--- src/rtl/sram_ctrl_pkg.sv ---
// rtl/sram_ctrl_pkg.sv - shared state encoding and constants for sram_ctrl
package sram_ctrl_pkg;

    typedef enum logic [1:0] {
        IDLE = 2'd0,
        LO   = 2'd1,
        HI   = 2'd2,
        DONE = 2'd3
    } state_t;

    localparam int SRAM_DW             = 16;
    localparam int DEFAULT_WAIT_CYCLES = 2;

endpackage

--- src/rtl/sram_ctrl.sv ---
// rtl/sram_ctrl.sv - 32-bit load/store to 16-bit async SRAM in two halfword phases
// Optional SRAM_CTRL_STATS_EN adds a saturating stall_count output.
module sram_ctrl
    import sram_ctrl_pkg::*;
#(
    parameter int WAIT_CYCLES = DEFAULT_WAIT_CYCLES,
    parameter int SRAM_AW     = 18
) (
    input  logic               clk,
    input  logic               rst,
    input  logic               wr_en,
    input  logic               rd_en,
    input  logic [31:0]        address,
    input  logic [31:0]        wdata,
    output logic [31:0]        rdata,
    output logic               ready,
    output logic [SRAM_AW-1:0] sram_addr,
    input  logic [SRAM_DW-1:0] sram_dq_i,
    output logic [SRAM_DW-1:0] sram_dq_o,
    output logic               sram_dq_oe,
    output logic               sram_we_n
`ifdef SRAM_CTRL_STATS_EN
    ,
    output logic [31:0]        stall_count
`endif
);

    localparam logic [3:0] LAST = 4'(WAIT_CYCLES - 1);

    state_t              state;
    state_t              state_nx;
    logic [3:0]          cnt;
    logic                op_wr;
    logic [SRAM_AW-2:0]  addr_q;
    logic [SRAM_DW-1:0]  wdata_hi;
    logic                req;
    logic                phase_end;
    logic                unused_addr_bits;

    assign req              = wr_en | rd_en;
    assign phase_end        = (cnt == LAST);
    assign unused_addr_bits = ^{address[31:SRAM_AW+1], address[1:0]};

    always_ff @(posedge clk or negedge rst) begin
        if (!rst) state <= IDLE;
        else      state <= state_nx;
    end

    always_comb begin
        state_nx = state;
        unique case (state)
            IDLE:    if (req)       state_nx = LO;
            LO:      if (phase_end) state_nx = HI;
            HI:      if (phase_end) state_nx = DONE;
            DONE:                   state_nx = IDLE;
            default:                state_nx = IDLE;
        endcase
    end

    always_comb begin
        ready      = 1'b0;
        sram_dq_oe = 1'b0;
        sram_we_n  = 1'b1;
        unique case (state)
            IDLE:    ready = ~req;
            LO, HI: begin
                sram_dq_oe = op_wr;
                sram_we_n  = ~op_wr;
            end
            DONE:    ready = 1'b1;
            default: ready = 1'b0;
        endcase
    end

    // Address and write data are presented from the first cycle of each phase,
    // so they are loaded on the edge that enters the phase.
    always_ff @(posedge clk or negedge rst) begin
        if (!rst) begin
            cnt       <= '0;
            op_wr     <= 1'b0;
            addr_q    <= '0;
            wdata_hi  <= '0;
            rdata     <= '0;
            sram_addr <= '0;
            sram_dq_o <= '0;
        end else begin
            unique case (state)
                IDLE: begin
                    cnt <= '0;
                    if (req) begin
                        op_wr     <= wr_en;
                        addr_q    <= address[SRAM_AW:2];
                        wdata_hi  <= wdata[31:16];
                        sram_addr <= {address[SRAM_AW:2], 1'b0};
                        if (wr_en) sram_dq_o <= wdata[15:0];
                    end
                end
                LO: begin
                    if (phase_end) begin
                        cnt       <= '0;
                        sram_addr <= {addr_q, 1'b1};
                        if (op_wr) sram_dq_o    <= wdata_hi;
                        else       rdata[15:0]  <= sram_dq_i;
                    end else begin
                        cnt <= cnt + 4'd1;
                    end
                end
                HI: begin
                    if (phase_end) begin
                        cnt <= '0;
                        if (!op_wr) rdata[31:16] <= sram_dq_i;
                    end else begin
                        cnt <= cnt + 4'd1;
                    end
                end
                DONE:    cnt <= '0;
                default: cnt <= '0;
            endcase
        end
    end

`ifdef SRAM_CTRL_STATS_EN
    always_ff @(posedge clk or negedge rst) begin
        if (!rst)                               stall_count <= '0;
        else if (!ready && stall_count != '1)   stall_count <= stall_count + 32'd1;
    end
`endif

endmodule

--- config.mk ---
export PLATFORM = sky130hd
export DESIGN_NAME = sram_ctrl
export DESIGN_NICKNAME = d
export VERILOG_FILES = /design/src/rtl/sram_ctrl_pkg.sv /design/src/rtl/sram_ctrl.sv
export SDC_FILE = /design/constraint.sdc
export NUM_CORES = 1
export LEC_CHECK = 0
export ABC_CLOCK_PERIOD_IN_PS = 5900
export BUFFER_PORTS_ARGS = -buffer_cell sky130_fd_sc_hd__buf_2
export CORE_ASPECT_RATIO = 0.5
export CORE_MARGIN = 8
export CORE_UTILIZATION = 54
export CTS_CLUSTER_SIZE = 20
export DETAILED_ROUTE_END_ITERATION = 7
export GPL_ROUTABILITY_DRIVEN = 0
export GPL_TIMING_DRIVEN = 0
export PLACE_DENSITY = 0.85
export SETUP_SLACK_MARGIN = 0.15
export SLEW_MARGIN = 30
export SYNTH_ARGS = -nofsm -noshare
export SYNTH_HDL_FRONTEND = slang
export SYNTH_SLANG_ARGS = --single-unit
--- constraint.sdc ---
create_clock -name clk -period 5.9 [get_ports clk]
set_clock_uncertainty 0.1 [all_clocks]
set_input_delay 0.295 -clock clk [delete_from_list [all_inputs] [get_ports clk]]
set_output_delay 0.295 -clock clk [all_outputs]
set_load 0.01 [all_outputs]
==> metrics.cfg <==
[placed_design]
hpwl_microns = 7270
dpl_cell_area_sq_um = 5310
portBuffers = 137

[clocking]
clk_path_buf_depth = 2
cts_buffers = 9
clkSinkCount = 106
cts_setup_buffers = 0
h-tree-depth = 3
cts_resized = 0
cts_tree = yes
clkSlewWorstSetupHoldPaths_ns = 0.07
postCtsHoldBufs = 1
clock_latency_ns = 0.34
cts-root-buf = clkbuf_16

[floorplanning]
core_area_sq_um = 8000
die_w_microns = 144
die-area_sq_um = 11600
die_h_microns = 80.2
start_util_pct = 55.6
ios = 153
num_rows = 23

[worst_setup_path]
end_kind = flip-flop
critPathMaxFanout = 10
worstSetupStartpointType = flip-flop
crit_arrival_ns = 2.83
required_ns = 6.01
critical_path_class = flip-flop to flip-flop

[hold_path]
hold_class = input pin to flip-flop

[synthesis]
synth_nets = 406
synthFlopType = dfrtp_1
ys_ff_latch = 106
syn_inst = 315
avgSynthCellArea_sq_um = 14.1
yosys_warnings = 0
yosys-top-cells-area = dfrtp_1, mux2_2, mux2i_1
synth_edf_count = 0
synth.distinct_cells = 27
yosysTopAreaCellShare_pct = 59.6
synth_seq_area_share_pct = 59.6
ys_async_sr_fraction_pct = 100
synth_area_sq_um = 4450
yosys.area.top_type = dfrtp_1

[pwr]
vdd_ir_drop_max_mv = 0.259
power_leakage_nw = 2.66
power.density_nw_per_um2 = 603

[finish]
nets = 556
fillers = 557
area_delta_synth_final_pct = 27.2
ff_latch_area_sq_um = 2650
multi_input_area_sq_um = 1700
drive_gt1_share_pct = 53.4
fin_area_sq_um = 5660

[global_routing]
grt_use_total_pct = 17.1
met3_usage_pct = 6.03
grt_first_pass_wirelength_microns = 15500
antenna_found_initial = 0
grt_max_degree = 60
grtUsageMet1_pct = 19.9
grt_pass1_vias = 3181
grt_busiest_layer = met2
grt-ovfl-total = 0
met2_usage_pct = 29.4

[route]
drc_errors = 0
drtIter0Drc = 118
wl_microns = 9730
postRouteAntennaNets = 0
drtPass1Iterations = 4
viasPerCell = 5.11
wl_per_cell_microns = 16.7
via_count = 2981

[sta]
slew_headroom_pct = 48.5
worst_pin_slew_ns = 0.771
rsz0062_at_grt = no
slew_viol_final = 0
post-route-min-period_ns = 2.71
tns_ns = 0
post-route-period-util_pct = 45.9
fmax_ghz = 0.369
hold_viol_final = 0
finalSetupViolCount = 0
holdWs_ns = 0.0867

[status]
status = complete, no violations

[run]
maxCapViolations = 0

-- flip-flops by register name, summed over array words and instances (netlist names) --
name	count
addr_q	17
cnt	4
op_wr	1
rdata	32
sram_addr	18
sram_dq_o	16
state	2
wdata_hi	16
-- metal layers --
layer / share of wire, % / wire (microns) / vias to the layer above
met5: 0 / 0 / -
met2: 50 / 4870 / 85
met3: 8.2 / 799 / 12
met4: 1.3 / 124 / 0
met1: 40 / 3930 / 1472
li1: - / - / 1412
-- cells in the mapped netlist (2+ instances only) --
library cell  instances
clkbuf_1              7
xnor2_1               2
dfrtp_1             106
and2_1                2
nand2_1               5
ha_1                  7
mux2i_1              17
mux2_1               10
inv_1                 7
buf_1                 3
buf_2                 5
mux2_2               87
nor2_1               24
a21oi_1              20
-- power by group --
group	switching (W)	total [W]	internal (W)
clock	0.000249	0.000655	0.000406
sequential	0.000182	0.00129	0.00110
combinational	0.000737	0.00147	0.000733
total	0.00117	0.00341	0.00224
-- cell type report --
class,instances,share of cell area [%]
Sequential cell,106,46.9
Timing Repair Buffer,139,12.9
Clock buffer,12,4.71
Tap cell,112,2.48
Multi-Input combinational cell,186,30.0
Buffer,16,1.30
Inverter,7,0.464
Antenna cell,1,0.0442
Clock inverter,4,1.28
-- cells by family after synthesis --
logic type / count (synthesis) / synth area share (%)
XOR/XNOR: 2 / 0.394
buffers and inverters: 23 / 2.25
adder cells (fa/ha/maj): 7 / 1.97
AO/OA/AOI/OAI: 27 / 3.85
flip-flops: 106 / 59.6
multiplexers: 114 / 28.4
AND/OR/NAND/NOR: 36 / 3.54
-- layout by cell type, fill, tap and decap left out, types with 2 or more instances in the layout --
master       n
and2_1       2
nor2_1      24
buf_6        2
buf_1        3
ha_1         7
mux2_2      87
nand2_1      5
a21oi_1     20
clkbuf_16    9
inv_1        7
dfrtp_1    106
bufinv_16    2
xnor2_1      2
mux2_1      10
mux2i_1     17
clkbuf_8     3
buf_2      141
clkbuf_1     7
-- final timing paths --
check	startpoint	end	slack, ns	cells after the start
min in group asynchronous	rst	sram_dq_o[7]$_DFFE_PN0P_	0.40	2
hold / removal	wdata[17]	wdata_hi[1]$_DFFE_PN0P_	0.09	2
setup / recovery	cnt[1]$_DFF_PN0_	sram_dq_o[14]$_DFFE_PN0P_	3.19	8
hold reg to reg	sram_dq_o[6]$_DFFE_PN0P_	sram_dq_o[6]$_DFFE_PN0P_	0.39	1
max in group asynchronous	rst	rdata[13]$_DFFE_PN0P_	4.68	3
setup reg to reg	cnt[1]$_DFF_PN0_	sram_dq_o[14]$_DFFE_PN0P_	3.19	8
-- critical path: stages, from the launching register on --
cell and delay (ns):
dfrtp_1 0.40, inv_1 0.06, ha_1 0.13, or3b_1 0.35
buf_2 0.18, a211oi_4 0.45, o221ai_2 0.34, buf_6 0.25
mux2_1 0.32
-- per-stage QoR --
step           cells  setup slack (ns)  utilization [%]  total power, W
2_1_floorplan    315              3.58                -         0.00226
3_3_place_gp     564              3.26             65.9         0.00271
3_5_place_dp     565              3.20             66.4         0.00279
4_1_cts          582              3.16             70.7         0.00346
5_1_grt          582              3.05             70.7         0.00365
6_report         583              3.19             70.8         0.00341
(Power assumes the default switching activity.)
